### config.mk
export PLATFORM = sky130hd
export DESIGN_NAME = snoop_responder
export DESIGN_NICKNAME = d
export VERILOG_FILES = /design/src/rtl/coherence_pkg.sv /design/src/rtl/sat_counter.sv /design/src/rtl/snoop_responder.sv
export SDC_FILE = /design/constraint.sdc
export NUM_CORES = 1
export LEC_CHECK = 0
export ABC_AREA = 1
export CORE_ASPECT_RATIO = 1.2
export CORE_MARGIN = 2
export CORE_UTILIZATION = 30
export CTS_CLUSTER_DIAMETER = 50
export DETAILED_ROUTE_END_ITERATION = 10
export PLACE_DENSITY = 0.54
export SLEW_MARGIN = 20
export SYNTH_ARGS = -nofsm -noshare
export SYNTH_HDL_FRONTEND = slang
export SYNTH_SLANG_ARGS = --single-unit
### constraint.sdc
create_clock -name clock -period 2.35 [get_ports clock]
set_input_delay 0.47 -clock clock [delete_from_list [all_inputs] [get_ports clock]]
set_output_delay 0.47 -clock clock [all_outputs]
set_load 0.03 [all_outputs]
### src/rtl/coherence_pkg.sv
// -----------------------------------------------------------------------------
// coherence_pkg
// Shared encodings for the MSI snooping protocol:
//   - MSI line-state encodings (ST_I / ST_S / ST_M)
//   - snoop bus operation encodings
//   - snoop responder FSM state enum
// No ports; imported by the snoop responder and its sub-modules.
// -----------------------------------------------------------------------------
package coherence_pkg;

    // MSI line states as stored by the CPU side (2 bits per line)
    localparam logic [1:0] ST_I = 2'b00;
    localparam logic [1:0] ST_S = 2'b01;
    localparam logic [1:0] ST_M = 2'b10;

    // Snoop bus operations
    localparam logic [1:0] OP_READ_MISS  = 2'b00;
    localparam logic [1:0] OP_WRITE_MISS = 2'b01;
    localparam logic [1:0] OP_INVALIDATE = 2'b10;
    localparam logic [1:0] OP_RESERVED   = 2'b11;

    // Snoop responder FSM
    typedef enum logic [1:0] {
        FSM_IDLE   = 2'b00,
        FSM_LOOKUP = 2'b01,
        FSM_WB     = 2'b10,
        FSM_UPDATE = 2'b11
    } snoop_fsm_e;

endpackage : coherence_pkg

### src/rtl/sat_counter.sv
// -----------------------------------------------------------------------------
// sat_counter
// Event counter that sticks at all-ones instead of wrapping.
// Ports:
//   clock   in   1       posedge clock
//   reset_n in   1       asynchronous active-low reset (count -> 0)
//   inc     in   1       count one event this cycle
//   count   out  CNT_W   current count (registered)
// -----------------------------------------------------------------------------
module sat_counter #(
    parameter int CNT_W = 8
) (
    input  logic             clock,
    input  logic             reset_n,
    input  logic             inc,
    output logic [CNT_W-1:0] count
);

    logic [CNT_W-1:0] count_r;

    // Count register: increments on inc until it reaches all-ones
    always_ff @(posedge clock or negedge reset_n) begin
        if (!reset_n) begin
            count_r <= '0;
        end else if (inc && (count_r != {CNT_W{1'b1}})) begin
            count_r <= count_r + CNT_W'(1);
        end else begin
            count_r <= count_r;
        end
    end

    assign count = count_r;

endmodule : sat_counter

### src/rtl/snoop_responder.sv
// -----------------------------------------------------------------------------
// snoop_responder
// Bus-side end of the MSI snooping protocol. Accepts READ_MISS / WRITE_MISS /
// INVALIDATE messages broadcast by other CPUs, looks up the local direct-mapped
// line, writes back Modified data and downgrades / invalidates line state.
// Ports:
//   clock, reset_n            clock, asynchronous active-low reset
//   bus_valid/bus_ready       snoop message handshake (ready only in IDLE)
//   bus_op/bus_addr/bus_src   message operation, address, originating CPU
//   line_state/tag/data       packed per-line cache contents from the CPU side
//   upd_valid/line/state      one-cycle line-state update strobe
//   wb_valid/ready/addr/data  write-back request to memory
//   abort_mem                 one-cycle pulse: requester's memory access aborts
//   busy                      responder not in IDLE
//   proto_err                 sticky: INVALIDATE found a Modified line
//   wb_count/inv_count        saturating statistics counters
// -----------------------------------------------------------------------------
module snoop_responder
    import coherence_pkg::*;
#(
    parameter int CPU_ID    = 0,
    parameter int ID_W      = 2,
    parameter int ADDR_W    = 3,
    parameter int DATA_W    = 4,
    parameter int NUM_LINES = 2,
    parameter int CNT_W     = 8
) (
    input  logic                          clock,
    input  logic                          reset_n,
    input  logic                          bus_valid,
    output logic                          bus_ready,
    input  logic [1:0]                    bus_op,
    input  logic [ADDR_W-1:0]             bus_addr,
    input  logic [ID_W-1:0]               bus_src,
    input  logic [2*NUM_LINES-1:0]        line_state,
    input  logic [ADDR_W*NUM_LINES-1:0]   line_tag,
    input  logic [DATA_W*NUM_LINES-1:0]   line_data,
    output logic                          upd_valid,
    output logic [$clog2(NUM_LINES)-1:0]  upd_line,
    output logic [1:0]                    upd_state,
    output logic                          wb_valid,
    input  logic                          wb_ready,
    output logic [ADDR_W-1:0]             wb_addr,
    output logic [DATA_W-1:0]             wb_data,
    output logic                          abort_mem,
    output logic                          busy,
    output logic                          proto_err,
    output logic [CNT_W-1:0]              wb_count,
    output logic [CNT_W-1:0]              inv_count
);

    localparam int IDX_W = $clog2(NUM_LINES);

    snoop_fsm_e          state_r, state_next_s;

    logic [1:0]          op_r;
    logic [ADDR_W-1:0]   addr_r;
    logic [ID_W-1:0]     src_r;
    logic [ADDR_W-1:0]   wb_addr_r;
    logic [DATA_W-1:0]   wb_data_r;
    logic [IDX_W-1:0]    upd_line_r;
    logic [1:0]          upd_state_r;
    logic                abort_r;
    logic                proto_err_r;
    logic                bus_ready_r;
    logic                busy_r;
    logic                wb_valid_r;
    logic                upd_valid_r;

    logic [IDX_W-1:0]    idx_s;
    logic [1:0]          sel_state_s;
    logic [ADDR_W-1:0]   sel_tag_s;
    logic [DATA_W-1:0]   sel_data_s;
    logic                hit_s;
    logic                lk_wb_s;
    logic                lk_err_s;
    logic [1:0]          lk_tgt_s;
    logic                wb_done_s;
    logic                inv_inc_s;

    assign idx_s = addr_r[IDX_W-1:0];

    // Select the line addressed by the latched message
    always_comb begin
        sel_state_s = 2'b00;
        sel_tag_s   = '0;
        sel_data_s  = '0;
        for (int i = 0; i < NUM_LINES; i++) begin
            sel_state_s = (IDX_W'(i) == idx_s) ? line_state[2*i +: 2]          : sel_state_s;
            sel_tag_s   = (IDX_W'(i) == idx_s) ? line_tag[ADDR_W*i +: ADDR_W]  : sel_tag_s;
            sel_data_s  = (IDX_W'(i) == idx_s) ? line_data[DATA_W*i +: DATA_W] : sel_data_s;
        end
    end

    assign hit_s = (sel_tag_s == addr_r) && (sel_state_s != ST_I);

    // Next-state and lookup decisions
    always_comb begin
        state_next_s = state_r;
        lk_wb_s      = 1'b0;
        lk_err_s     = 1'b0;
        lk_tgt_s     = ST_I;
        case (state_r)
            FSM_IDLE: begin
                if (bus_valid) begin
                    state_next_s = FSM_LOOKUP;
                end else begin
                    state_next_s = FSM_IDLE;
                end
            end
            FSM_LOOKUP: begin
                state_next_s = FSM_IDLE;
                // Own messages, misses and the reserved op are dropped silently
                if ((src_r == ID_W'(CPU_ID)) || !hit_s || (op_r == OP_RESERVED)) begin
                    state_next_s = FSM_IDLE;
                end else begin
                    case (sel_state_s)
                        ST_S: begin
                            if (op_r == OP_READ_MISS) begin
                                state_next_s = FSM_IDLE;
                            end else begin
                                lk_tgt_s     = ST_I;
                                state_next_s = FSM_UPDATE;
                            end
                        end
                        ST_M: begin
                            case (op_r)
                                OP_READ_MISS: begin
                                    lk_wb_s      = 1'b1;
                                    lk_tgt_s     = ST_S;
                                    state_next_s = FSM_WB;
                                end
                                OP_WRITE_MISS: begin
                                    lk_wb_s      = 1'b1;
                                    lk_tgt_s     = ST_I;
                                    state_next_s = FSM_WB;
                                end
                                OP_INVALIDATE: begin
                                    // Another CPU believed it shared a line we hold
                                    // Modified: flag it, drop the line, no write-back.
                                    lk_err_s     = 1'b1;
                                    lk_tgt_s     = ST_I;
                                    state_next_s = FSM_UPDATE;
                                end
                                default: begin
                                    state_next_s = FSM_IDLE;
                                end
                            endcase
                        end
                        default: begin
                            state_next_s = FSM_IDLE;
                        end
                    endcase
                end
            end
            FSM_WB: begin
                if (wb_ready) begin
                    state_next_s = FSM_UPDATE;
                end else begin
                    state_next_s = FSM_WB;
                end
            end
            FSM_UPDATE: begin
                state_next_s = FSM_IDLE;
            end
            default: begin
                state_next_s = FSM_IDLE;
            end
        endcase
    end

    // FSM state register plus registered state-decoded outputs
    always_ff @(posedge clock or negedge reset_n) begin
        if (!reset_n) begin
            state_r     <= FSM_IDLE;
            bus_ready_r <= 1'b1;
            busy_r      <= 1'b0;
            wb_valid_r  <= 1'b0;
            upd_valid_r <= 1'b0;
        end else begin
            state_r     <= state_next_s;
            bus_ready_r <= (state_next_s == FSM_IDLE);
            busy_r      <= (state_next_s != FSM_IDLE);
            wb_valid_r  <= (state_next_s == FSM_WB);
            upd_valid_r <= (state_next_s == FSM_UPDATE);
        end
    end

    // Message latch, write-back payload, update target, abort pulse, error flag
    always_ff @(posedge clock or negedge reset_n) begin
        if (!reset_n) begin
            op_r        <= 2'b00;
            addr_r      <= '0;
            src_r       <= '0;
            wb_addr_r   <= '0;
            wb_data_r   <= '0;
            upd_line_r  <= '0;
            upd_state_r <= 2'b00;
            abort_r     <= 1'b0;
            proto_err_r <= 1'b0;
        end else begin
            if ((state_r == FSM_IDLE) && bus_valid) begin
                op_r   <= bus_op;
                addr_r <= bus_addr;
                src_r  <= bus_src;
            end else begin
                op_r   <= op_r;
                addr_r <= addr_r;
                src_r  <= src_r;
            end
            if (state_r == FSM_LOOKUP) begin
                upd_line_r  <= idx_s;
                upd_state_r <= lk_tgt_s;
            end else begin
                upd_line_r  <= upd_line_r;
                upd_state_r <= upd_state_r;
            end
            if (lk_wb_s) begin
                wb_addr_r <= sel_tag_s;
                wb_data_r <= sel_data_s;
            end else begin
                wb_addr_r <= wb_addr_r;
                wb_data_r <= wb_data_r;
            end
            abort_r     <= lk_wb_s;
            proto_err_r <= proto_err_r | lk_err_s;
        end
    end

    assign wb_done_s = (state_r == FSM_WB) && wb_ready;
    assign inv_inc_s = (state_r == FSM_UPDATE) && (upd_state_r == ST_I);

    sat_counter #(.CNT_W(CNT_W)) u_wb_cnt (
        .clock   (clock),
        .reset_n (reset_n),
        .inc     (wb_done_s),
        .count   (wb_count)
    );

    sat_counter #(.CNT_W(CNT_W)) u_inv_cnt (
        .clock   (clock),
        .reset_n (reset_n),
        .inc     (inv_inc_s),
        .count   (inv_count)
    );

    assign bus_ready = bus_ready_r;
    assign busy      = busy_r;
    assign wb_valid  = wb_valid_r;
    assign upd_valid = upd_valid_r;
    assign upd_line  = upd_line_r;
    assign upd_state = upd_state_r;
    assign wb_addr   = wb_addr_r;
    assign wb_data   = wb_data_r;
    assign abort_mem = abort_r;
    assign proto_err = proto_err_r;

endmodule : snoop_responder
==> flow_summary_export.csv <==
group,metric,value,unit
synthesis,synth_compound_area_share,4.907,%
synthesis,syn_nets,294,
worst_setup_path,path_buf_inv,2,
global_route,grt.total_usage,12.95,%
status,status,"completed",
power_and_ir_drop,p_comb_share,32.1,%
power_and_ir_drop,power.density,733.0,nW/um^2
sta,setup_ws,0.3290,ns
synthesis,ys_warn_count,0,
worst_setup_path,path_common_cell,"nand2_1",
power_and_ir_drop,internal_power,1.380,mW
sta,hold_viol_final,0,
clocking,postCtsHoldBufs,0,
power_and_ir_drop,leakage,1.399,nW
global_route,gr-total-overflow,0,
synthesis,synth_common_cells,"nand2_1 (91), dfrtp_1 (39), inv_1 (23), nor2_1 (21), nand3_1 (15)",
routing,viasPerCell,4.344,
global_route,grt_pass1_wl,7645,um
floorplan,coreArea,6813,sq um
floorplan,die_w,80.21,um
synthesis,ys_seq_area_share,47.94,%
placed_design,dpl.hpwl,3493,um
clocking,cts_root_buf,"clkbuf_8",
synthesis,synth_most_common_cell,"nand2_1",
synthesis,synthArstFlopShare,100.0,%
clocking,htreeDepth,2,
power_and_ir_drop,irDropWorstVdd,0.3304,mV
sta,period_minus_slack,2.021,ns
routing,vias,1794,
sta,setup_viol,0,
sta,slew_viol_final,0,
clocking,post_cts_buffers,0,
floorplan,die_area,7656,sq um
worst_setup_path,worstPathRequired,2.59,ns
worst_setup_path,end_kind,"flip-flop",
clocking,clkTransAtPathRegs,0.08,ns
routing,wire_per_inst,11.03,um
sta,finClkSkew,0.01157,ns
synthesis,synth_ff_type,"dfrtp_1",
synthesis,yosysTopAreaCell,"dfrtp_1",
clocking,cts_buffers,5,
power_and_ir_drop,power_frac_seq,40.9,%
worst_setup_path,max_stage_delay,0.39,ns
layout,layout-area-overhead-vs-synth,38.54,%
synthesis,synth_top_cell_area_share,46.68,%
power_and_ir_drop,clockPowerShare,27.0,%
sta,clock.fmax,494.8,MHz
placed_design,gp_congestion,0.7811,
routing,drc_errors,0,
floorplan,rows,33,
layout,fin_nets,359,
job,drv_cap,0,
routing,dr.first_iter.drc_count,46,
routing,wirelength,4555,um
clocking,cts_resized,0,
placed_design,pre_cts_slack,-0.01353,ns
power_and_ir_drop,switchingPower,0.7427,mW
synthesis,synth_seq_cells,40,
synthesis,synthAdderAreaFrac,2.992,%
sta,period_share,86.00,%
worst_setup_path,crit_family,"simple AND/OR/NAND/NOR gates",
worst_setup_path,critPathSlowestCell,"clkdlybuf4s50_1",
worst_setup_path,worstPathCellList,"clkdlybuf4s50_1 -> or2_2 -> o21ai_0 -> ha_1 -> nand2_1 -> nor2_1 -> nand4_4 -> clkinv_4 -> nand2_1 -> nand2_1",
clocking,clock-sinks,40,
global_route,antenna_found_initial,0,
worst_setup_path,startpoint_type,"primary input",
power_and_ir_drop,switching_share,34.98,%
floorplan,io_pins,61,
layout,antenna-diode-count,0,
synthesis,synth_mux_area_share,0,%
global_route,grt_max_degree,41,
worst_setup_path,reg2reg_slack,0.41,ns
routing,antenna_left,0,
worst_setup_path,crit_type,"in2reg",
synthesis,syn_area,2091,sq um
synthesis,synthCells,260,
synthesis,synth_area_leaders,"dfrtp_1 (47%), nand2_1 (16%), inv_1 (4.1%)",
min_path,hp-class,"in2async",
synthesis,synth_cell_types,31,
worst_setup_path,cp_max_fo,10,
placed_design,portBuffers,59,
layout,drive_gt1_share,11.35,%
sta,rsz0062_at_grt,"no",
synthesis,syn_avg_cell_area,8.041,sq um
clocking,clock_latency,0.30,ns
synthesis,yosys.area_share.simple,32.20,%
synthesis,synthXorXnorAreaFrac,4.189,%
clocking,cts_buffer_depth,2,
floorplan,die_h,95.45,um
global_route,grt_pass1_vias,1644,
worst_setup_path,worstPathArrival,2.26,ns
placed_design,placed_cells,405,
layout,finalNonFillerCells,413,
synthesis,synth_top_family_by_area,"simple AND/OR/NAND/NOR gates",
floorplan,start_util,30.69,%
routing,drt-pass1-iter-count,4,
synthesis,synth-edff-count,0,
clocking,cts_tree,"yes",
## power groups by stage
| stage | registers [mW] | logic (mW) | clock network (mW) |
|---|---|---|---|
| 6_report | 0.867 | 0.682 | 0.574 |
| 5_1_grt | 0.883 | 0.753 | 0.622 |
| 4_1_cts | 0.871 | 0.694 | 0.594 |
| 3_5_place_dp | 0.882 | 0.692 | 0 |
| 3_3_place_gp | 0.882 | 0.686 | 0 |
| 2_1_floorplan | 0.996 | 0.309 | 0 |
## state kept, by name, summed over array words and instances, names as in the netlist
signal,count
src_r,2
upd_state,1
upd_line,1
state_r,2
addr_r,3
u_wb_cnt.count,8
upd_valid,1
wb_data,4
wb_addr,3
wb_valid,1
proto_err,1
abort_mem,1
bus_ready,1
busy,1
op_r,2
u_inv_cnt.count,8
## layout make-up
class,instances,area [sq um]
clock buffer,5,68.82
clock inverter,3,42.54
fill,720,3916
inverter,31,123.9
multi-input combinational,185,929.6
sequential,40,1002
tap,87,108.9
timing repair buffer,62,620.6
## cells in the final DEF, fill, tap and decap left out, drive strengths merged, types with 5 or more instances in the layout
master         Yosys  routed
nand2             99      99
clkdlybuf4s50      0      58
dfrtp             39      39
inv               29      29
nor2              24      24
nand3             17      17
o21ai             10      10
a21oi              9       9
xnor2              5       5
xor2               5       5
ha                 5       5
clkbuf             0       5
## routing by layer
metal | global-route usage (%) | share of wire, % | wire [um] | up-vias
met5 | 0 | 0 | 0 | -
met4 | 5.085 | 1.5 | 70 | 0
met3 | 3.314 | 4.8 | 217 | 6
met2 | 20.97 | 49 | 2250 | 44
met1 | 16.52 | 44 | 2017 | 809
li1 | - | - | - | 935
## cells by family after synthesis
logic type                 Yosys count
and+or+nand+nor                    149
DFF                                 40
buffers and inverters               35
AOI/OAI and AO/OA                   20
xor gates and xnor gates            10
adders and majority gates            5
other                                1
## path summary, 6_finish.rpt
path                              end  cells after the start           from
max                        wb_addr[0]                     10  line_state[2]
min                          src_r[0]                      2        reset_n
min reg2reg                 proto_err                      1      proto_err
max in group asynchronous   bus_ready                      2        reset_n
min in group clock          proto_err                      1      proto_err
max reg2reg                wb_addr[0]                     10      addr_r[0]
## per-stage QoR
| step | utilization [%] | total power, mW | instance area (sq um) | hold WS, ns | setup TNS (ns) |
|---|---|---|---|---|---|
| after floorplan | - | 1.305 | 2091 | 0.1744 | 0 |
| after global placement | 40.88 | 1.568 | 2785 | 0.4638 | 0 |
| after detailed placement | 40.88 | 1.575 | 2785 | 0.4646 | -0.03032 |
| after CTS | 42.52 | 2.159 | 2897 | 0.1310 | 0 |
| after global routing | 42.52 | 2.258 | 2897 | 0.1366 | 0 |
| final | 42.52 | 2.123 | 2897 | 0.1294 | 0 |
No activity file was read; power rests on OpenSTA's default activity.
